**src/rtl/dcache_pkg.sv**
```systemverilog
// Shared D-cache definitions: line geometry, address field slices and the refill state encoding.
`default_nettype none
package dcache_pkg;

  localparam int LINE_WORDS = 8;
  localparam int BEAT_CW    = 3;

  localparam int TAG_HI   = 31;
  localparam int TAG_LO   = 13;
  localparam int INDEX_HI = 12;
  localparam int INDEX_LO = 5;
  localparam int WORD_HI  = 4;
  localparam int WORD_LO  = 2;

  // Width of the line number held by the refill sequencer (addr[31:5]).
  localparam int LINE_W = 32 - INDEX_LO;

  typedef enum logic [2:0] {
    RF_IDLE   = 3'd0,
    RF_INVAL  = 3'd1,
    RF_AR     = 3'd2,
    RF_DATA   = 3'd3,
    RF_DRAIN  = 3'd4,
    RF_COMMIT = 3'd5,
    RF_FAIL   = 3'd6
  } refill_state_e;

  function automatic logic [31:0] word_addr(input logic [LINE_W-1:0] line,
                                            input logic [BEAT_CW-1:0] word);
    return {line, word, 2'b00};
  endfunction

endpackage
`default_nettype wire

```
**src/rtl/execute_mem_dcache_refill.sv**
```systemverilog
// D-cache line-refill sequencer: invalidate tag, 8-beat burst read, stream beats, commit tag.
// Macro DCACHE_REFILL_CRITICAL_WORD_FIRST_EN selects a wrapping burst starting at the missed word.
`default_nettype none
module execute_mem_dcache_refill
  import dcache_pkg::*;
(
  input  logic        clk,
  input  logic        resetn,
  input  logic        miss_valid,
  input  logic [31:0] miss_addr,
  output logic        miss_ready,
  output logic        busy,
  output logic        done,
  output logic        err,
  output logic        mem_arvalid,
  output logic [31:0] mem_araddr,
  input  logic        mem_arready,
  input  logic        mem_rvalid,
  input  logic [31:0] mem_rdata,
  input  logic        mem_rresp_err,
  input  logic        mem_rlast,
  output logic        mem_rready,
  output logic        update_tag_en,
  output logic [31:0] update_tag_addr,
  output logic        update_tag_valid,
  output logic        update_data_valid,
  output logic [31:0] update_data_addr,
  output logic [3:0]  update_data_strb,
  output logic [31:0] update_data,
  input  logic        update_data_ready
);

  localparam logic [BEAT_CW-1:0] LAST_BEAT = BEAT_CW'(LINE_WORDS - 1);

  refill_state_e        state;
  logic [LINE_W-1:0]    line;
  logic [BEAT_CW-1:0]   word;
  logic [BEAT_CW-1:0]   count;
  logic [BEAT_CW-1:0]   start;
  logic [BEAT_CW-1:0]   widx;
  logic                 beat;
  logic                 beat_bad;

`ifdef DCACHE_REFILL_CRITICAL_WORD_FIRST_EN
  assign start      = word;
  assign mem_araddr = word_addr(line, word);
`else
  assign start      = '0;
  assign mem_araddr = word_addr(line, '0);
`endif

  // count tracks beats received; widx wraps naturally in BEAT_CW bits.
  assign widx     = start + count;
  assign beat     = (state == RF_DATA) && mem_rvalid && update_data_ready;
  assign beat_bad = mem_rresp_err || (mem_rlast != (count == LAST_BEAT));

  assign mem_rready        = (state == RF_DATA) && update_data_ready;
  assign update_data_valid = (state == RF_DATA) && mem_rvalid;
  assign update_data_addr  = word_addr(line, widx);
  assign update_data_strb  = 4'hF;
  assign update_data       = mem_rdata;
  assign update_tag_addr   = word_addr(line, '0);

  always_ff @(posedge clk) begin
    refill_state_e nxt;
    if (!resetn) begin
      state            <= RF_IDLE;
      line             <= '0;
      word             <= '0;
      count            <= '0;
      miss_ready       <= 1'b1;
      busy             <= 1'b0;
      done             <= 1'b0;
      err              <= 1'b0;
      mem_arvalid      <= 1'b0;
      update_tag_en    <= 1'b0;
      update_tag_valid <= 1'b0;
    end else begin
      nxt = state;
      case (state)
        RF_IDLE: begin
          if (miss_valid) begin
            line  <= miss_addr[31:INDEX_LO];
            word  <= miss_addr[WORD_HI:WORD_LO];
            count <= '0;
            nxt   = RF_INVAL;
          end
        end
        RF_INVAL: nxt = RF_AR;
        RF_AR:    if (mem_arready) nxt = RF_DATA;
        RF_DATA: begin
          if (beat) begin
            if (beat_bad)                nxt = RF_FAIL;
            else if (count == LAST_BEAT) nxt = RF_DRAIN;
            else                         count <= count + 1'b1;
          end
        end
        // Final beat sits in the D-cache input register until no store competes.
        RF_DRAIN:  if (update_data_ready) nxt = RF_COMMIT;
        RF_COMMIT: nxt = RF_IDLE;
        RF_FAIL:   nxt = RF_IDLE;
        default:   nxt = RF_IDLE;
      endcase
      state            <= nxt;
      miss_ready       <= (nxt == RF_IDLE);
      busy             <= (nxt != RF_IDLE);
      done             <= (nxt == RF_COMMIT);
      err              <= (nxt == RF_FAIL);
      mem_arvalid      <= (nxt == RF_AR);
      update_tag_en    <= (nxt == RF_INVAL) || (nxt == RF_COMMIT);
      update_tag_valid <= (nxt == RF_COMMIT);
    end
  end

endmodule
`default_nettype wire
```
**config.mk**
```make
export PLATFORM = sky130hd
export DESIGN_NAME = execute_mem_dcache_refill
export DESIGN_NICKNAME = d
export VERILOG_FILES = /design/src/rtl/dcache_pkg.sv /design/src/rtl/execute_mem_dcache_refill.sv
export SDC_FILE = /design/constraint.sdc
export NUM_CORES = 1
export LEC_CHECK = 0
export CELL_PAD_IN_SITES_DETAIL_PLACEMENT = 0
export CELL_PAD_IN_SITES_GLOBAL_PLACEMENT = 1
export CORE_ASPECT_RATIO = 0.7
export CORE_UTILIZATION = 22
export CTS_CLUSTER_SIZE = 30
export DETAILED_ROUTE_END_ITERATION = 6
export PLACE_DENSITY_LB_ADDON = 0.1
export REMOVE_ABC_BUFFERS = 1
export SETUP_SLACK_MARGIN = 0.02
export SYNTH_ARGS = -nofsm -noshare
export SYNTH_HDL_FRONTEND = slang
export SYNTH_SLANG_ARGS = --single-unit
```
**constraint.sdc**
```tcl
create_clock -name clk -period 4.2 [get_ports clk]
set_input_delay 0.84 -clock clk [delete_from_list [all_inputs] [get_ports clk]]
set_output_delay 0.84 -clock clk [all_outputs]
set_load 0.02 [all_outputs]
```
After elaboration in Yosys (flattened, before gate mapping)
Cells that the tools add are included.
- bits of input ports: 72
- flip-flop bits (word level): 39
- word-level logic and storage cells: 48
- multiplexer cells: 13
- equal/unequal tests: 14
- $add $sub $neg: 1
- reduce and logical (&&, ||, !) cells: 11
- operators with widths (cell ; number):
    $mux W3 ; 11
    $pmux W3 S5 ; 1
    $eq A3 B3 Y1 const B ; 4
    $eq A3 B2 Y1 const B ; 3
    $ne A2 B2 Y1 const B ; 4
    $eq A3 B1 Y1 const B ; 2
    $logic_not A3 Y1 ; 2
    $pmux W3 S2 ; 1
    $reduce_and A5 Y1 ; 1
    $add A3 B1 Y3 const B ; 1
    $logic_and A1 B1 Y1 ; 3
    $reduce_bool A3 Y1 ; 1
    $logic_or A1 B1 Y1 ; 2
    $reduce_and A2 Y1 ; 1
    $reduce_bool A2 Y1 ; 1
    $ne A1 B1 Y1 ; 1

Longest topological paths before layout
Gate-level depths: netlist of run 1.
- depth in word-level cells: 9
- depth in mapped cells: 5
- gate-level depth less buffers: 5

Least setup slack after synthesis of run 1
No wires, ideal clock.
- path kind: input port to output port
- from: input port update_data_ready
- to: output port mem_rready
- arrival: 1.050 ns
- buffers on the path: 0
- stages: 1
- setup slack: 2.310 ns
- cell sequence: and2_1
- cells in the longest elaborated chain, start to end: 1
- ends and longest elaborated chain (item ; RTL line ; source):
    start: declaration ; execute_mem_dcache_refill.sv:30 ; input logic update_data_ready
    $logic_and A1 B1 Y1 ; execute_mem_dcache_refill.sv:57 ; assign mem_rready = (state == RF_DATA) && update_data_ready;
    end: declaration ; execute_mem_dcache_refill.sv:22 ; output logic mem_rready,
No other way between the ends.

Final worst setup path of run 1
Same ends and word-level chain as after synthesis.

==> results.json, run 1 <==
{
  "run_status": "finished, violations left",
  "violations_in_the_final_reports": "design-rule violations",
  "met3_usage": 0.0846,
  "drv.max_cap_violation_count": 0,
  "synth.most_common_cell": "buf_4",
  "asr_flop_ratio_synth": 0,
  "critPathArrivalTime_ns": 2.10,
  "cts_tree": "built",
  "grt_start_max_net_pins": 31,
  "cts_h_tree_depth": 2,
  "synth.area.mux_share": 0.0170,
  "dieWidth_um": 126,
  "synth_xor_xnor_area_share": 0,
  "numCtsBuffers": 5,
  "die-area_sq_um": 11100,
  "cts.repair_timing.setup_buffer_count": 0,
  "power.density_nw_per_um2": 351,
  "timing_hold_violations_final": 0,
  "unrepaired_setup_endpoints_after_global_routing": "no",
  "cp-end-kind": "output pin",
  "utilization": 0.302,
  "gp_congestion": 0.683,
  "die-height_um": 88.5,
  "synth_seq_cells": 39,
  "gr-usage-met1": 0.159,
  "grt_first_pass_wirelength_mm": 9.54,
  "commonest_cells_post_synth": "buf_4 (103), nand2_1 (59), dfxtp_1 (39)",
  "num-nets-final": 392,
  "period_minus_slack_ns": 2.94,
  "drt-initial-drc-count": 44,
  "dpl.hpwl_mm": 4.99,
  "finalCritPeriodShare": 0.700,
  "slew_headroom": 0.320,
  "dominant_combinational_cell_family_by_area_after_synthesis": "buffers and inverters",
  "crit_path_start_kind": "primary input",
  "worstSetupPathType": "primary input to output pin",
  "clk_pin_slew_ns": 0.06,
  "ys_seq_area_frac": 0.332,
  "achievable_freq_mhz": 340,
  "worstPathMaxFanout": 5,
  "final_layout_size_suffix_gt1_frac": 0.0502,
  "worstPathRequired_ns": 3.36,
  "finalSetupViolations": 0,
  "clock_latency_ns": 0.28,
  "synth_compound_gate_area_share": 0.102,
  "busiest_layer": "met1",
  "gr-usage-all-layers": 0.118,
  "worst_hold_path_type": "register to register",
  "setup_tns_ns": 0,
  "synth_top_cells_by_area": "dfxtp_1 (33%), buf_4 (33%), nand2_1 (9.4%)",
  "wire_per_inst_um": 15.0,
  "synth.largest_area_cell": "dfxtp_1",
  "timing_max_transition_violations_final": 0,
  "met2_grt_util": 0.134,
  "clock_skew_ns": 0.00284,
  "antenna_found_initial": 0,
  "detailroute.via_count": 1777,
  "io_pins": 213,
  "area_share_of_the_largest_cell_type_after_synthesis": 0.332,
  "number_of_synthesized_flops_with_an_enable_pin": 0,
  "syn_avg_cell_area_sq_um": 8.27,
  "num_antenna_cells": 0,
  "synth.yosys.warnings": 0,
  "cts_root_buf": "clkbuf_16",
  "synth.cell_area_sq_um": 2350,
  "synthesis.instances": 284,
  "rows": 31,
  "vdd.ir_drop.worst_mv": 0.126,
  "routed_wl_mm": 6.75,
  "vias_per_cell": 3.94,
  "post_synth_and_or_nand_nor_area_fraction": 0.166,
  "coreArea_sq_um": 10400,
  "cts_sinks": 39,
  "cts_max_path_buffers": 2,
  "synthAdderAreaFrac": 0.0106,
  "start_util": 0.227,
  "ant_nets": 0,
  "drt_drc_violations_left": 5,
  "firstDrtPassIters": 6,
  "synth_unique_cells": 35,
  "postCtsHoldBufs": 0,
  "grt.overflow.total": 0,
  "cts_resized": 0,
  "area_delta_synth_final_pct": 33.0,
  "worst_slew_pin_slew_ns": 1.02,
  "placement.io_buffers": 127,
  "static_leakage_power_nw": 1.17,
  "via_count_of_the_first_global_routing_pass": 1619,
  "fillers": 1078,
  "dominantRegCellSynth": "dfxtp_1"
}
[final timing paths]
kind	cells after the start	slack [ns]	end	startpoint
setup / recovery	3	1.26	mem_rready	update_data_ready
hold / removal	2	0.49	line[1]$_SDFFE_PN0P_	line[1]$_SDFFE_PN0P_
setup reg to reg	5	2.32	count[2]$_SDFFE_PN0P_	count[0]$_SDFFE_PN0P_
hold reg to reg	2	0.49	line[1]$_SDFFE_PN0P_	line[1]$_SDFFE_PN0P_
[cell families (layout without fill, tap and decap cells)]
logic type / count (synthesis) / count (layout)
compound gates: 40 / 40
fa+ha+maj: 2 / 2
buf+inv: 117 / 138
flops: 39 / 39
mux: 4 / 4
other cells: 2 / 16
simple gates: 80 / 80
[per-layer routing]
metal  wire length (um)  vias to the layer above
li1                   -                      858
met1               3230                      787
met2               2420                      121
met3                998                        9
met4                 64                        2
met5                 39                        -
[stage by stage]
stage,power (mW),instance area (sq um),worst slack [ns],cells,hold WS (ns)
floorplan,0.571,1540,2.31,183,0.561
global placement,0.745,2990,1.25,443,0.470
detailed placement,0.745,2990,1.26,443,0.483
CTS,1.13,3130,1.25,451,0.491
global route,1.16,3130,1.20,451,0.507
finish,1.10,3130,1.26,451,0.487
[cell usage in the layout, fill, tap and decap left out, drive strengths merged]
master and count:
a211oi 1, nand3 2, o311ai 1, buf 1, ha 2, and2b 1
nor4b 1, clkinv 3, or2 1, nand4 1, or3 1, nand3b 2
nand2 59, a21oi 30, mux2i 4, clkdlybuf4s50 127, a21bo 1, nor2 4
a32oi 1, and3b 1, clkbuf 5, a21boi 1, o21a 1, and2 3
nor3 1, o211ai 1, or4 1, conb 16, or4b 1, o21bai 2
dfxtp 39, o32ai 1, nand2b 1, inv 2
[area by class of cell]
cell class,instances,area (sq um),area share
Multi-Input combinational cell,142,753,0.241
Timing Repair Buffer,128,1280,0.409
Sequential cell,39,781,0.250
Clock inverter,3,15.0,0.00480
Inverter,2,7.51,0.00240
Tap cell,132,165,0.0528
Clock buffer,5,125,0.0400
[power breakdown]
| group | switching (mW) | internal (mW) | leakage (nW) |
|---|---|---|---|
| Combinational | 0.161 | 0.150 | 0.777 |
| Sequential | 0.0263 | 0.395 | 0.320 |
| Clock | 0.149 | 0.217 | 0.0733 |
[sequential cells by signal, indices dropped and copies added (netlist names)]
name,count
line,27
count,3
state,3
busy,1
err,1
mem_arvalid,1
miss_ready,1
update_tag_en,1
update_tag_valid,1
[worst max-delay path, stage by stage]
cell and delay, ns:
clkdlybuf4s50_1 0.53, and2_1 0.14, clkdlybuf4s50_1 0.59
No activity file was read; power rests on OpenSTA's default activity.
==> inputs of run 2 (changes only) <==
--- a/config.mk
+++ b/config.mk
@@ -8,7 +8,7 @@
 export CELL_PAD_IN_SITES_DETAIL_PLACEMENT = 0
 export CELL_PAD_IN_SITES_GLOBAL_PLACEMENT = 1
 export CORE_ASPECT_RATIO = 0.7
-export CORE_UTILIZATION = 22
+export CORE_UTILIZATION = 18
 export CTS_CLUSTER_SIZE = 30
 export DETAILED_ROUTE_END_ITERATION = 6
 export PLACE_DENSITY_LB_ADDON = 0.1
==> constraint.sdc (replaced) <==
create_clock -name clk -period 2.5 [get_ports clk]
set_input_delay 0.5 -clock clk [delete_from_list [all_inputs] [get_ports clk]]
set_output_delay 0.5 -clock clk [all_outputs]
set_load 0.02 [all_outputs]
==> results.json, run 2 (synthesis results as in run 1) <==
{
  "run_status": "finished, violations left",
  "violations_in_the_final_reports": "design-rule violations",
  "critical_path.cell_chain": "clkdlybuf4s50_1, and2_1, clkdlybuf4s50_1",
  "ff2ff_path_depth": 5,
  "cts_tree": "built",
  "clk_pin_slew_ns": 0.06,
  "dpl.hpwl_mm": 5.60,
  "largest_register_ffs": 27,
  "drt-initial-drc-count": 51,
  "numCtsBuffers": 5,
  "period_minus_slack_ns": 2.28,
  "start_util": 0.187,
  "detailroute.via_count": 1823,
  "worstSetupPathType": "primary input to output pin",
  "crit_path_top_delay_cell": "clkdlybuf4s50_1",
  "grt.overflow.total": 0,
  "place_inst": 480,
  "cts_resized": 0,
  "crit_path_start_kind": "primary input",
  "regMostFlops": "line",
  "num-nets-final": 399,
  "routed_wl_mm": 7.40,
  "io_pins": 213,
  "postCtsHoldBufs": 0,
  "slew_headroom": 0.653,
  "clock_latency_ns": 0.28,
  "finalPower_mw": 1.93,
  "die-area_sq_um": 13500,
  "finalSetupViolations": 0,
  "ant_nets": 0,
  "timing_hold_violations_final": 0,
  "clock_skew_ns": 0.00459,
  "num_antenna_cells": 0,
  "timing_max_transition_violations_final": 0,
  "final_common_cell": "clkdlybuf4s50_1",
  "cts.repair_timing.setup_buffer_count": 0,
  "unrepaired_setup_endpoints_after_global_routing": "no",
  "finalNonFillerCells": 488,
  "cts_root_buf": "clkbuf_16",
  "drv.max_cap_violation_count": 0,
  "postLayoutCellArea_sq_um": 3230,
  "gr-usage-all-layers": 0.109,
  "grt_first_pass_wirelength_mm": 10.8,
  "final_layout_size_suffix_gt1_frac": 0.0675,
  "crit_path_max_delay_family": "buffers and inverters",
  "area_delta_synth_final_pct": 37.5,
  "drt_drc_violations_left": 20,
  "achievable_freq_mhz": 438,
  "firstDrtPassIters": 7,
  "vias_per_cell": 3.74,
  "static_leakage_power_nw": 1.21,
  "vdd.ir_drop.worst_mv": 0.229,
  "cts_max_path_buffers": 2,
  "critPathMaxStageDelay_ns": 0.60,
  "finalCritPeriodShare": 0.914,
  "worstPathMaxFanout": 5,
  "wire_per_inst_um": 15.2,
  "worst_hold_path_type": "register to register",
  "setup_tns_ns": 0,
  "die-height_um": 97.6,
  "grt_start_max_net_pins": 31,
  "worstHoldPathCells": 2,
  "gp_congestion": 0.662,
  "dieWidth_um": 139,
  "power.density_nw_per_um2": 598,
  "coreArea_sq_um": 12600,
  "worst_slew_pin_slew_ns": 0.517,
  "critPathArrivalTime_ns": 1.78,
  "rows": 34,
  "cts_h_tree_depth": 2,
  "reg.largest.list": "line (27), count (3), state (3)",
  "cts_sinks": 39,
  "cp-end-kind": "output pin",
  "path_buf_inv": 2,
  "place_area_sq_um": 3080,
  "placement.io_buffers": 127,
  "worstPathRequired_ns": 2.00,
  "antenna_found_initial": 0,
  "timing.critical_path.mode_cell": "clkdlybuf4s50_1",
  "via_count_of_the_first_global_routing_pass": 1716,
  "worstSetupPathDepth": 3,
  "layout_common_cells": "clkdlybuf4s50_1 (127), nand2_1 (59), dfxtp_1 (39)"
}
## run 2: cell types whose count changed in the layout (fill, tap and decap cells not counted)
cell,previous run,this run
clkbuf_1,0,1
clkinv_2,3,0
clkbuf_8,0,2
buf_4,1,8
## run 2: per-stage QoR
step / utilization / hold WS, ns / setup WS, ns
floorplan: - / 0.561 / 0.714
global placement: 0.244 / 0.472 / 0.218
detailed placement: 0.244 / 0.479 / 0.212
CTS: 0.257 / 0.488 / 0.213
global route: 0.257 / 0.512 / 0.160
finish: 0.257 / 0.482 / 0.215
## run 2: report_power, final
| group | switching, mW | internal [mW] | total [mW] |
|---|---|---|---|
| clock network | 0.260 | 0.425 | 0.685 |
| logic | 0.289 | 0.261 | 0.549 |
| registers | 0.0337 | 0.664 | 0.698 |
## run 2: path summary, 6_finish.rpt
check	slack, ns	endpoint	start
setup reg to reg	0.63	count[1]$_SDFFE_PN0P_	count[0]$_SDFFE_PN0P_
hold / removal	0.48	line[2]$_SDFFE_PN0P_	line[2]$_SDFFE_PN0P_
hold reg to reg	0.48	line[2]$_SDFFE_PN0P_	line[2]$_SDFFE_PN0P_
setup / recovery	0.22	mem_rready	update_data_ready
## run 2: cell type report
class | count | area (sq um)
clock buffers | 8 | 156
multi-input cells | 142 | 753
inverters | 2 | 7.51
fillers | 1369 | 9360
flip-flops and latches | 39 | 781
well taps | 162 | 203
repair buffers | 135 | 1330
## run 2: worst reg2reg max path: cells and delay by family (launching register included)
kind	cells	cell delay, ns
adder cells (fa/ha/maj)	2	0.44
AND/OR/NAND/NOR	2	0.79
multiplexers	1	0.23
flip-flops	1	0.35
## run 2: routing by layer
| layer | up-vias | GRT usage | share of wire |
|---|---|---|---|
| li1 | 875 | - | - |
| met5 | - | 0.0338 | 0.0061 |
| met3 | 7 | 0.0724 | 0.13 |
| met4 | 2 | 0.0311 | 0.010 |
| met2 | 126 | 0.127 | 0.35 |
| met1 | 813 | 0.150 | 0.50 |
